File: config.mk
export PLATFORM = sky130hd
export DESIGN_NAME = ddr_wr_arbiter
export DESIGN_NICKNAME = d
export VERILOG_FILES = /design/src/rtl/ddr_arb_pkg.sv /design/src/rtl/rr_pick2.sv /design/src/rtl/ddr_wr_arbiter.sv
export SDC_FILE = /design/constraint.sdc
export NUM_CORES = 1
export LEC_CHECK = 0
export ABC_AREA = 1
export ABC_CLOCK_PERIOD_IN_PS = 3100
export CAP_MARGIN = 15
export CORE_AREA = 2 2 385 387
export CTS_BUF_LIST = sky130_fd_sc_hd__clkbuf_8
export CTS_CLUSTER_DIAMETER = 200
export CTS_CLUSTER_SIZE = 16
export DETAILED_ROUTE_END_ITERATION = 10
export DIE_AREA = 0 0 387 389
export HOLD_SLACK_MARGIN = 0.15
export PLACE_DENSITY_LB_ADDON = 0.05
export SETUP_SLACK_MARGIN = 0.05
export SYNTH_ARGS = -nofsm -noshare
export SYNTH_HDL_FRONTEND = slang
export SYNTH_SLANG_ARGS = --single-unit
File: constraint.sdc
create_clock -name clk -period 3.1 [get_ports clk]
set_input_delay 0.62 -clock clk [delete_from_list [all_inputs] [get_ports clk]]
set_output_delay 0.62 -clock clk [all_outputs]
set_load 0.05 [all_outputs]
File: src/rtl/ddr_arb_pkg.sv
// Shared types and helpers for the two-requester DDR3 write-channel arbiter.
package ddr_arb_pkg;

  typedef enum logic [1:0] {
    IDLE = 2'd0,
    ADDR = 2'd1,
    DATA = 2'd2
  } arb_state_t;

  localparam int unsigned BEAT_CNT_W = 4;
  localparam int unsigned ID_MAX_W   = 32;

  // Requester index zero-extended; callers size-cast down to their ID width.
  function automatic logic [ID_MAX_W-1:0] idx_to_id(input logic index);
    return {{(ID_MAX_W-1){1'b0}}, index};
  endfunction

endpackage

File: src/rtl/rr_pick2.sv
// Two-way round-robin picker: the pointer breaks ties, a lone request always wins.
module rr_pick2 (
  input  logic [1:0] req,
  input  logic       ptr,
  output logic       valid,
  output logic       idx
);

  always_comb begin
    valid = |req;
    idx   = (req == 2'b11) ? ptr : req[1];
  end

endmodule

File: src/rtl/ddr_wr_arbiter.sv
// Burst-granular round-robin arbiter sharing one DDR3 AXI write channel between
// two frame writers, with a sticky check of the controller's last-beat flag.
module ddr_wr_arbiter
  import ddr_arb_pkg::*;
#(
  parameter int ADDR_WIDTH = 28,
  parameter int DATA_WIDTH = 256,
  parameter int ID_WIDTH   = 4
) (
  input  logic                    clk,
  input  logic                    rstn,

  input  logic                    m0_awvalid,
  input  logic [ADDR_WIDTH-1:0]   m0_awaddr,
  input  logic [3:0]              m0_awlen,
  output logic                    m0_awready,
  input  logic [DATA_WIDTH-1:0]   m0_wdata,
  input  logic [DATA_WIDTH/8-1:0] m0_wstrb,
  output logic                    m0_wready,
  output logic                    m0_wlast,

  input  logic                    m1_awvalid,
  input  logic [ADDR_WIDTH-1:0]   m1_awaddr,
  input  logic [3:0]              m1_awlen,
  output logic                    m1_awready,
  input  logic [DATA_WIDTH-1:0]   m1_wdata,
  input  logic [DATA_WIDTH/8-1:0] m1_wstrb,
  output logic                    m1_wready,
  output logic                    m1_wlast,

  output logic [ADDR_WIDTH-1:0]   axi_awaddr,
  output logic [ID_WIDTH-1:0]     axi_awuser_id,
  output logic [3:0]              axi_awlen,
  output logic                    axi_awvalid,
  input  logic                    axi_awready,
  output logic [DATA_WIDTH-1:0]   axi_wdata,
  output logic [DATA_WIDTH/8-1:0] axi_wstrb,
  input  logic                    axi_wready,
  input  logic                    axi_wusero_last,

  output logic                    grant,
  output logic                    busy,
  output logic                    err_last
);

  arb_state_t            state, state_nxt;
  logic                  ptr;
  logic [BEAT_CNT_W-1:0] beat_cnt;
  logic                  pick_valid, pick_idx;
  logic                  in_addr, in_data, aw_hs, beat, final_beat;

  rr_pick2 u_pick (
    .req   ({m1_awvalid, m0_awvalid}),
    .ptr   (ptr),
    .valid (pick_valid),
    .idx   (pick_idx)
  );

  always_comb begin
    in_addr    = (state == ADDR);
    in_data    = (state == DATA);
    aw_hs      = in_addr & axi_awready;
    beat       = in_data & axi_wready;
    final_beat = beat & (beat_cnt == '0);
  end

  always_comb begin
    state_nxt = state;
    case (state)
      IDLE:    if (pick_valid)  state_nxt = ADDR;
      ADDR:    if (axi_awready) state_nxt = DATA;
      DATA:    if (final_beat)  state_nxt = IDLE;
      default: state_nxt = IDLE;
    endcase
  end

  always_ff @(posedge clk or negedge rstn) begin
    if (!rstn) state <= IDLE;
    else       state <= state_nxt;
  end

  always_ff @(posedge clk or negedge rstn) begin
    if (!rstn) begin
      ptr           <= 1'b0;
      grant         <= 1'b0;
      axi_awaddr    <= '0;
      axi_awlen     <= '0;
      axi_awuser_id <= '0;
      axi_awvalid   <= 1'b0;
      beat_cnt      <= '0;
      err_last      <= 1'b0;
    end else begin
      case (state)
        IDLE: begin
          if (pick_valid) begin
            grant         <= pick_idx;
            axi_awaddr    <= pick_idx ? m1_awaddr : m0_awaddr;
            axi_awlen     <= pick_idx ? m1_awlen  : m0_awlen;
            axi_awuser_id <= ID_WIDTH'(idx_to_id(pick_idx));
            axi_awvalid   <= 1'b1;
          end
        end
        ADDR: begin
          if (axi_awready) begin
            axi_awvalid <= 1'b0;
            beat_cnt    <= axi_awlen;
          end
        end
        DATA: begin
          if (axi_wready) begin
            if (beat_cnt == '0) ptr      <= ~grant;
            else                beat_cnt <= beat_cnt - 1'b1;
          end
        end
        default: ;
      endcase
      // Flag must be high on the counted final beat and low on every other beat.
      if (beat && (axi_wusero_last != (beat_cnt == '0)))
        err_last <= 1'b1;
    end
  end

  always_comb begin
    busy       = (state != IDLE);
    m0_awready = aw_hs & ~grant;
    m1_awready = aw_hs &  grant;
    m0_wready  = beat & ~grant;
    m1_wready  = beat &  grant;
    m0_wlast   = in_data & axi_wusero_last & ~grant;
    m1_wlast   = in_data & axi_wusero_last &  grant;
    axi_wdata  = '0;
    axi_wstrb  = '0;
    if (in_data) begin
      axi_wdata = grant ? m1_wdata : m0_wdata;
      axi_wstrb = grant ? m1_wstrb : m0_wstrb;
    end
  end

endmodule

== Yosys cells after proc, flatten, opt, wreduce, memory -nomap -nowiden ==
Index checks and enable logic that the tools add are counted.

* Add/subtract/negate cells: 1
* Equal/unequal tests: 9
* Mux-type cells: 18
* Bitwise logic cells: 11
* Reductions and logical operators: 12

{| class="wikitable"
|+ Operators with widths
! kind !! number
|-
| 2-to-1 mux 256 bit || 2
|-
| 2-to-1 mux 32 bit || 2
|-
| 2-to-1 mux 28 bit || 1
|-
| 2-to-1 mux 4 bit || 4
|-
| AND 1 bit || 10
|-
| AND reduction 3 bit || 3
|-
| inequality test 2 bit, second input constant || 4
|-
| one-hot mux 4 bit (2 select lines) || 1
|-
| 2-to-1 mux 2 bit || 3
|-
| one-hot mux 2 bit (3 select lines) || 1
|-
| nonzero test 2 bit || 3
|-
| equality test 2 bit, second input constant || 2
|-
| zero test 4 bit || 1
|-
| AND reduction 4 bit || 1
|-
| subtractor 4 x 1 -> 4 bit, second input constant || 1
|-
| 2-to-1 mux 1 bit || 3
|-
| equality test 2 x 1 -> 1 bit, second input constant || 1
|-
| zero test 2 bit || 1
|-
| inequality test 2 x 1 -> 1 bit, second input constant || 1
|-
| one-hot mux 1 bit (2 select lines) || 1
|-
| AND reduction 2 bit || 1
|-
| OR reduction 2 bit || 1
|-
| logical AND 1 bit || 1
|-
| inequality test 1 bit || 1
|-
| NOT 1 bit || 1
|}

* Register bits after elaboration: 42
* Output and inout port bits: 334
* Word-level logic and storage cells: 59

== Depth between registers and ports, before layout ==
Gate-level depths: netlist of the first run.

* Word-level depth: 5
* Mapped depth: 8
* Gate-level depth less buffers: 7

== Cells and area by module ==
A second synthesis of the first run with hierarchy kept.

* Cells, all modules: 1232
* Area, all modules: 6311.1 um^2

{| class="wikitable"
|+ By module, submodules not included
! module !! instances !! cells each !! area each (um^2) !! seq. area each (um^2)
|-
| ddr_wr_arbiter || 1 || 1227 || 6288.5 || 1051.0
|-
| rr_pick2 || 1 || 5 || 22.5 || 0.0
|}

== Least setup slack after synthesis of the first run ==
No wires, ideal clock.

* Path kind: register to output
* Start point: register grant
* End point: output m1_wlast
* Arrival: 2.301 ns
* Data required time: 2.480 ns
* Slack: 0.179 ns
* Cell stages (with the launch flop): 6
* Path buffers: 3
* Path through: dfrtp_1 buf_2 inv_2 buf_4 buf_4 nor3_1

* Word-level cells in the longest chain between the ends: 1

{| class="wikitable"
|+ Ends and longest elaborated chain
! item !! RTL line !! text
|-
| from (decl) || ddr_wr_arbiter.sv:41 || <nowiki>output logic grant,</nowiki>
|-
| from (signal assigned) || ddr_wr_arbiter.sv:96 || <nowiki>grant <= pick_idx;</nowiki>
|-
| AND 1 bit || ddr_wr_arbiter.sv:130 || <nowiki>m1_wlast = in_data & axi_wusero_last & grant;</nowiki>
|-
| to (decl) || ddr_wr_arbiter.sv:29 || <nowiki>output logic m1_wlast,</nowiki>
|}

No other way between the ends.

== Worst setup path after layout of the first run ==
* Start point: register grant
* End point: output axi_wstrb[21]

* Word-level cells in the longest chain between the ends: 2

{| class="wikitable"
|+ Ends and longest elaborated chain
! item !! RTL line !! text
|-
| 2-to-1 mux 32 bit || ddr_wr_arbiter.sv:135 || <nowiki>axi_wstrb = grant ? m1_wstrb : m0_wstrb;</nowiki>
|-
| 2-to-1 mux 32 bit || ddr_wr_arbiter.sv:133 || <nowiki>if (in_data) begin</nowiki>
|-
| to (decl) || ddr_wr_arbiter.sv:37 || <nowiki>output logic [DATA_WIDTH/8-1:0] axi_wstrb,</nowiki>
|}

No other way between the ends.

==> results by group, run 1 <==
Global routing
  – GR Overflow Total: 0
  – Gr usage total: 11.1%
  – Vias in the first global route: 12.3k
  – First-pass GRT wire length: 116000 µm
  – Pin count of the biggest net entering global routing: 84
  – Initial antenna violation count: 44

CTS
  – Hold buffers post-CTS: 0
  – CTS Buffer Depth: 2
  – CTS sink count: 42
  – CTS Root Buffer Type: clkbuf_8
  – CTS Buf Count: 5
  – Worst-Skew Late Latency: 0.34 ns
  – # Post-CTS Setup Buffers: 0
  – H-tree depth: 2
  – TritonCTS clock tree: yes
  – Clock Pin Slew Worst Setup and Hold Paths: 0.11 ns

Placement
  – Port Buffers: 977
  – Detailed Place HPWL: 74800 µm
  – Pre-CTS setup slack: 0.312 ns
  – GPL Wtd Cong: 0.839

Worst hold path
  – Hold/Removal Path Class: in2async

Synthesis
  – Cell count after synthesis: 1229
  – Post-synth cell types: 24
  – Area leader, netlist: nand2_1
  – Post-synthesis compound-gate area fraction: 35.9%
  – Post-synth top area share: 34.2%
  – Synth Area in XOR/XNOR: 0.247%
  – Register area share after synthesis: 14.8%
  – Total number of yosys warnings: 0
  – Flops & latches, synth: 42
  – Cell area after synthesis: 7080 µm²
  – Syn avg cell area: 5.76 µm²
  – Synth Area in Adders: 0.177%
  – Mux contribution to synthesized area: 0%
  – Simple-gate share of the synthesized area: 37.3%
  – Largest cells by area after synthesis: nand2_1 34%, a21oi_2 25%, dfrtp_1 15%
  – Largest family of logic cells by synthesized area: simple AND/OR/NAND/NOR gates

STA
  – Final worst slack: 0.232 ns
  – Max_slew headroom: 55.5%
  – Setup TNS Final: 0 ns
  – Maximum clock rate: 0.349 GHz
  – Final cycle utilization of the critical path: 92.5%
  – Actual slew at the worst max-slew pin: 0.668 ns
  – Final setup fails: 0
  – Final Hold Vio Count: 0
  – Fin Clk Skew: 0.0197 ns
  – Final Max Slew Viols: 0
  – Min cycle time layout: 2.87 ns
  – RSZ-0062 raised after global routing: false
  – Worst hold slack: 0.209 ns

Cells and area
  – Final Core Density: 15.1%
  – Commonest cells after routing, fill and taps aside: 682 x clkdlybuf4s50_1, 644 x nand2_1, 306 x buf_12, 201 x a21oi_2, 86 x a21oi_1
  – Final nets: 2786
  – Syn-to-layout area delta: 212%
  – Share of layout cells above drive strength 1: 25.9%
  – Most common cell after layout, fill and taps aside: clkdlybuf4s50_1
  – Fillers: 16.6k

Die
  – I/O pin cnt: 981
  – Cell row count: 141
  – Die Y-Extent: 389 µm
  – Starting Density: 4.83%
  – Die ar.: 151000 µm²
  – Core area: 147000 µm²
  – Die W: 387 µm

Routing
  – Pre-Repair DR Iteration Count: 5
  – Post-route ant nets: 0
  – Drt total wl: 88300 µm
  – Remaining DRCs: 0
  – Vias/cell: 2.94
  – DR WL/cell: 21.7 µm
  – 1st-iter DRT viols: 345
  – Via count: 12.0k

Critical path
  – Reg2reg start: state[1]
  – Crit Reg-Reg Endpoint: beat_cnt[2]
  – Reg2Reg Depth: 6
  – Top fanout value on the critical path: 29
  – Critical Path Start: grant
  – Worst Path Arrival: 2.25 ns
  – WP data required: 2.48 ns
  – Crit end category: primary output
  – CP Launch Type: register
  – Critical setup path kind: reg2out
  – Flop2flop setup slack: 1.29 ns

Run status
  – Status: finished clean

Pwr
  – Max IR drop VDD: 0.356 mV
  – Power Density: 756 nW/µm²
  – Pleak: 8.04 nW
  – Final Power: 16.7 mW

Job
  – Max Cap Viol: 0
where the power goes:
part | switching (mW) | leakage [nW] | internal (mW)
logic | 9.27 | 7.46 | 5.79
clock network | 0.254 | 0.0714 | 0.345
registers | 0.227 | 0.509 | 0.823
per-layer routing:
| layer | routed length (µm) | up-vias | track usage (%) |
|---|---|---|---|
| met5 | 134 | - | 0 |
| met1 | 31700 | 5562 | 11.5 |
| met3 | 7230 | 78 | 3.92 |
| met4 | 499 | 24 | 0.520 |
| li1 | - | 5758 | - |
| met2 | 48700 | 540 | 22.0 |
metrics by stage:
step           area (µm²)  instances
2_1_floorplan        7090       1231
3_3_place_gp        21900       4060
3_5_place_dp        21900       4060
4_1_cts             22100       4068
5_1_grt             22100       4070
6_report            22100       4074
synth_stat cells:
library cell,instances
nand2_1,646
a21oi_2,200
a21oi_1,88
buf_2,68
dfrtp_1,42
nor2_1,42
o21ai_1,38
o21ai_0,31
buf_4,22
buf_6,22
inv_1,9
inv_2,5
nand3_1,3
clkbuf_1,2
nor3_1,2
conb_1,1
ha_1,1
nand2_2,1
nand4_1,1
nor2_2,1
nor2_4,1
o21bai_1,1
xnor2_1,1
xor2_1,1
repair_timing:
| action | in CTS | in global routing |
|---|---|---|
| pin swaps | 0 | 0 |
| setup endpoints to repair | 6 | 2 |
| resized for setup | 6 | 1 |
| gates cloned | 0 | 1 |
sequential cells by signal, indices dropped and copies added (netlist names):
name,flops
axi_awaddr,28
axi_awlen,4
beat_cnt,4
state,2
axi_awvalid,1
err_last,1
grant,1
ptr,1
worst max-delay path by stage:
| stage | endpoint | slack, ns | cells after the start |
|---|---|---|---|
| 3_5_place_dp | axi_wdata[185] | 0.31 | 5 |
| 3_3_place_gp | axi_wdata[185] | 0.32 | 5 |
| 4_1_cts | axi_wdata[185] | 0.06 | 5 |
| 5_1_grt | axi_wdata[235] | 0.09 | 4 |
| 2_1_floorplan | m1_wlast | 0.18 | 5 |
| 6_report | axi_wstrb[21] | 0.23 | 4 |
worst max-delay path, stage by stage (launching register included):
cell	delay, ns
dfrtp_4	0.65
buf_4	0.41
nand2_1	0.31
a21oi_1	0.32
buf_12	0.18
cell type report:
type	count	area, µm²	area share, %
Clock inverter	2	60.1	0.271
Tap cell	1930	2410	10.9
Timing Repair Buffer	1014	13200	59.6
Clock buffer	6	82.6	0.373
Multi-Input combinational cell	1061	5250	23.7
Antenna cell	5	12.5	0.0566
Sequential cell	42	1050	4.77
Inverter	14	68.8	0.311
cell families after synthesis:
logic type | count (synthesis)
simple gates | 697
compound gates | 358
buf+inv | 128
flops | 42
xor+xnor | 2
fa+ha+maj | 1
other cells | 1
Power figures use the tool's default switching activity.
==> inputs of run 2 (changes only) <==
Settings changed: CELL_PAD_IN_SITES_DETAIL_PLACEMENT set to 1, CELL_PAD_IN_SITES_GLOBAL_PLACEMENT set to 1, CORE_AREA 2 2 385 387 to 2 2 384 386, CTS_BUF_LIST sky130_fd_sc_hd__clkbuf_8 to not set, DIE_AREA 0 0 387 389 to 0 0 386 388.
==> results by group, run 2 (synthesized netlist as in run 1, its figures left out) <==
STA
  – Final worst slack: 0.277 ns
  – Min cycle time layout: 2.82 ns
  – Final Hold Vio Count: 0
  – RSZ-0062 raised after global routing: false
  – Max_slew headroom: 47.6%
  – Final setup fails: 0
  – Final Max Slew Viols: 0
  – Maximum clock rate: 0.354 GHz
  – Final cycle utilization of the critical path: 91.1%
  – Actual slew at the worst max-slew pin: 0.785 ns
  – Setup TNS Final: 0 ns
  – Fin Clk Skew: 0.00926 ns

Worst hold path
  – Hold/Removal Path Class: in2async

Routing
  – DR WL/cell: 24.5 µm
  – Remaining DRCs: 0
  – Vias/cell: 3.01
  – Post-route ant nets: 0
  – Pre-Repair DR Iteration Count: 4
  – 1st-iter DRT viols: 377
  – Drt total wl: 99800 µm
  – Via count: 12.3k

Pwr
  – Power Density: 761 nW/µm²
  – Pleak: 8.04 nW
  – Max IR drop VDD: 0.288 mV
  – Final Power: 16.8 mW

Global routing
  – Gr usage total: 12.6%
  – Vias in the first global route: 13.0k
  – First-pass GRT wire length: 129000 µm
  – Pin count of the biggest net entering global routing: 76
  – GR Overflow Total: 0
  – Initial antenna violation count: 58

Cells and area
  – Largest registers: axi_awaddr: 28 flops, axi_awlen: 4 flops, beat_cnt: 4 flops
  – Most common cell after layout, fill and taps aside: clkdlybuf4s50_1
  – Share of layout cells above drive strength 1: 25.8%
  – Commonest cells after routing, fill and taps aside: 682 x clkdlybuf4s50_1, 645 x nand2_1, 304 x buf_12, 200 x a21oi_2, 87 x a21oi_1
  – Final nets: 2791
  – Syn-to-layout area delta: 212%
  – Max reg flops: 28
  – Largest Register: axi_awaddr
  – Final Core Density: 15.2%

Placement
  – GPL Wtd Cong: 0.824
  – Port Buffers: 977
  – Pre-CTS setup slack: 0.157 ns
  – Detailed Place HPWL: 86100 µm

Die
  – Die ar.: 150000 µm²
  – I/O pin cnt: 981
  – Cell row count: 140
  – Core area: 145000 µm²
  – Die W: 386 µm
  – Starting Density: 4.88%
  – Die Y-Extent: 388 µm

Critical path
  – Crit Reg-Reg Endpoint: beat_cnt[3]
  – Crit end category: primary output
  – Worst Path Arrival: 2.20 ns
  – Cell-by-cell trace of the critical path: inv_8 > buf_12 > nand2_1 > a21oi_4 > buf_12
  – CP peak stage delay: 0.60 ns
  – Critical setup path kind: reg2out
  – CP Launch Type: register
  – Flop2flop setup slack: 1.34 ns
  – Reg2reg start: state[0]
  – Crit path max-delay cell type: dfrtp_4
  – WP data required: 2.48 ns
  – Reg2Reg Depth: 8
  – Crit path top cell by count: buf_12
  – Top fanout value on the critical path: 75

Job
  – Max Cap Viol: 0

Run status
  – Status: finished clean

CTS
  – TritonCTS clock tree: yes
  – CTS Buffer Depth: 2
  – H-tree depth: 2
  – Hold buffers post-CTS: 0
  – CTS sink count: 42
  – # Post-CTS Setup Buffers: 0
  – CTS Root Buffer Type: clkbuf_16
  – Worst-Skew Late Latency: 0.30 ns
  – CTS Buf Count: 5
  – Clock Pin Slew Worst Setup and Hold Paths: 0.07 ns
==> run 2: power by group <==
part / total, mW / leakage (nW) / switching, mW / internal [mW]
combinational: 15.1 / 7.45 / 9.37 / 5.77
clock: 0.639 / 0.0782 / 0.257 / 0.382
sequential: 1.05 / 0.509 / 0.221 / 0.825
total: 16.8 / 8.04 / 9.84 / 6.97
==> run 2: cell type report <==
cell class	instances	area, µm²
inverter	14	60.1
tap	1917	2400
clock buffer	7	133
timing repair buffer	1019	13200
multi-input combinational	1061	5240
antenna	14	35.0
sequential	42	1050
clock inverter	1	30.0
fill	17000	123000
==> run 2: through the flow <==
| stage | hold WS (ns) | cell area, µm² | std cells |
|---|---|---|---|
| 6_report | 0.350 | 22100 | 4075 |
| 5_1_grt | 0.377 | 22100 | 4068 |
| 4_1_cts | 0.368 | 22100 | 4061 |
| 3_5_place_dp | 0.477 | 21900 | 4053 |
| 3_3_place_gp | 0.459 | 21900 | 4053 |
| 2_1_floorplan | 0.324 | 7090 | 1231 |
==> run 2: critical path, delay by kind of cell (launching register included) <==
| kind | cells | cell delay (ns) |
|---|---|---|
| compound gates | 1 | 0.29 |
| buf+inv | 3 | 0.78 |
| flops | 1 | 0.60 |
| simple gates | 1 | 0.17 |
==> run 2: worst max path at each step <==
stage	startpoint	to	slack, ns	depth (start not counted)
CTS	grant	axi_wstrb[11]	0.15	5
global route	grant	axi_wstrb[11]	0.15	5
floorplan	grant	m1_wlast	0.18	5
finish	grant	axi_wstrb[11]	0.28	5
global placement	grant	axi_wstrb[11]	0.12	5
detailed placement	m1_wstrb[11]	axi_wstrb[11]	0.16	4
==> run 2: timing repair <==
action                                  in CTS  in global routing
endpoints found under the setup margin       1                  0
gates resized for setup                      2                  0
endpoints found under the hold margin        0                  0
==> run 2: metal layers <==
metal / share of wire, % / track usage [%]
met2: 52 / 23.8
met3: 9.3 / 4.80
met1: 37 / 13.5
met5: 0.23 / 0
met4: 0.87 / 1.37
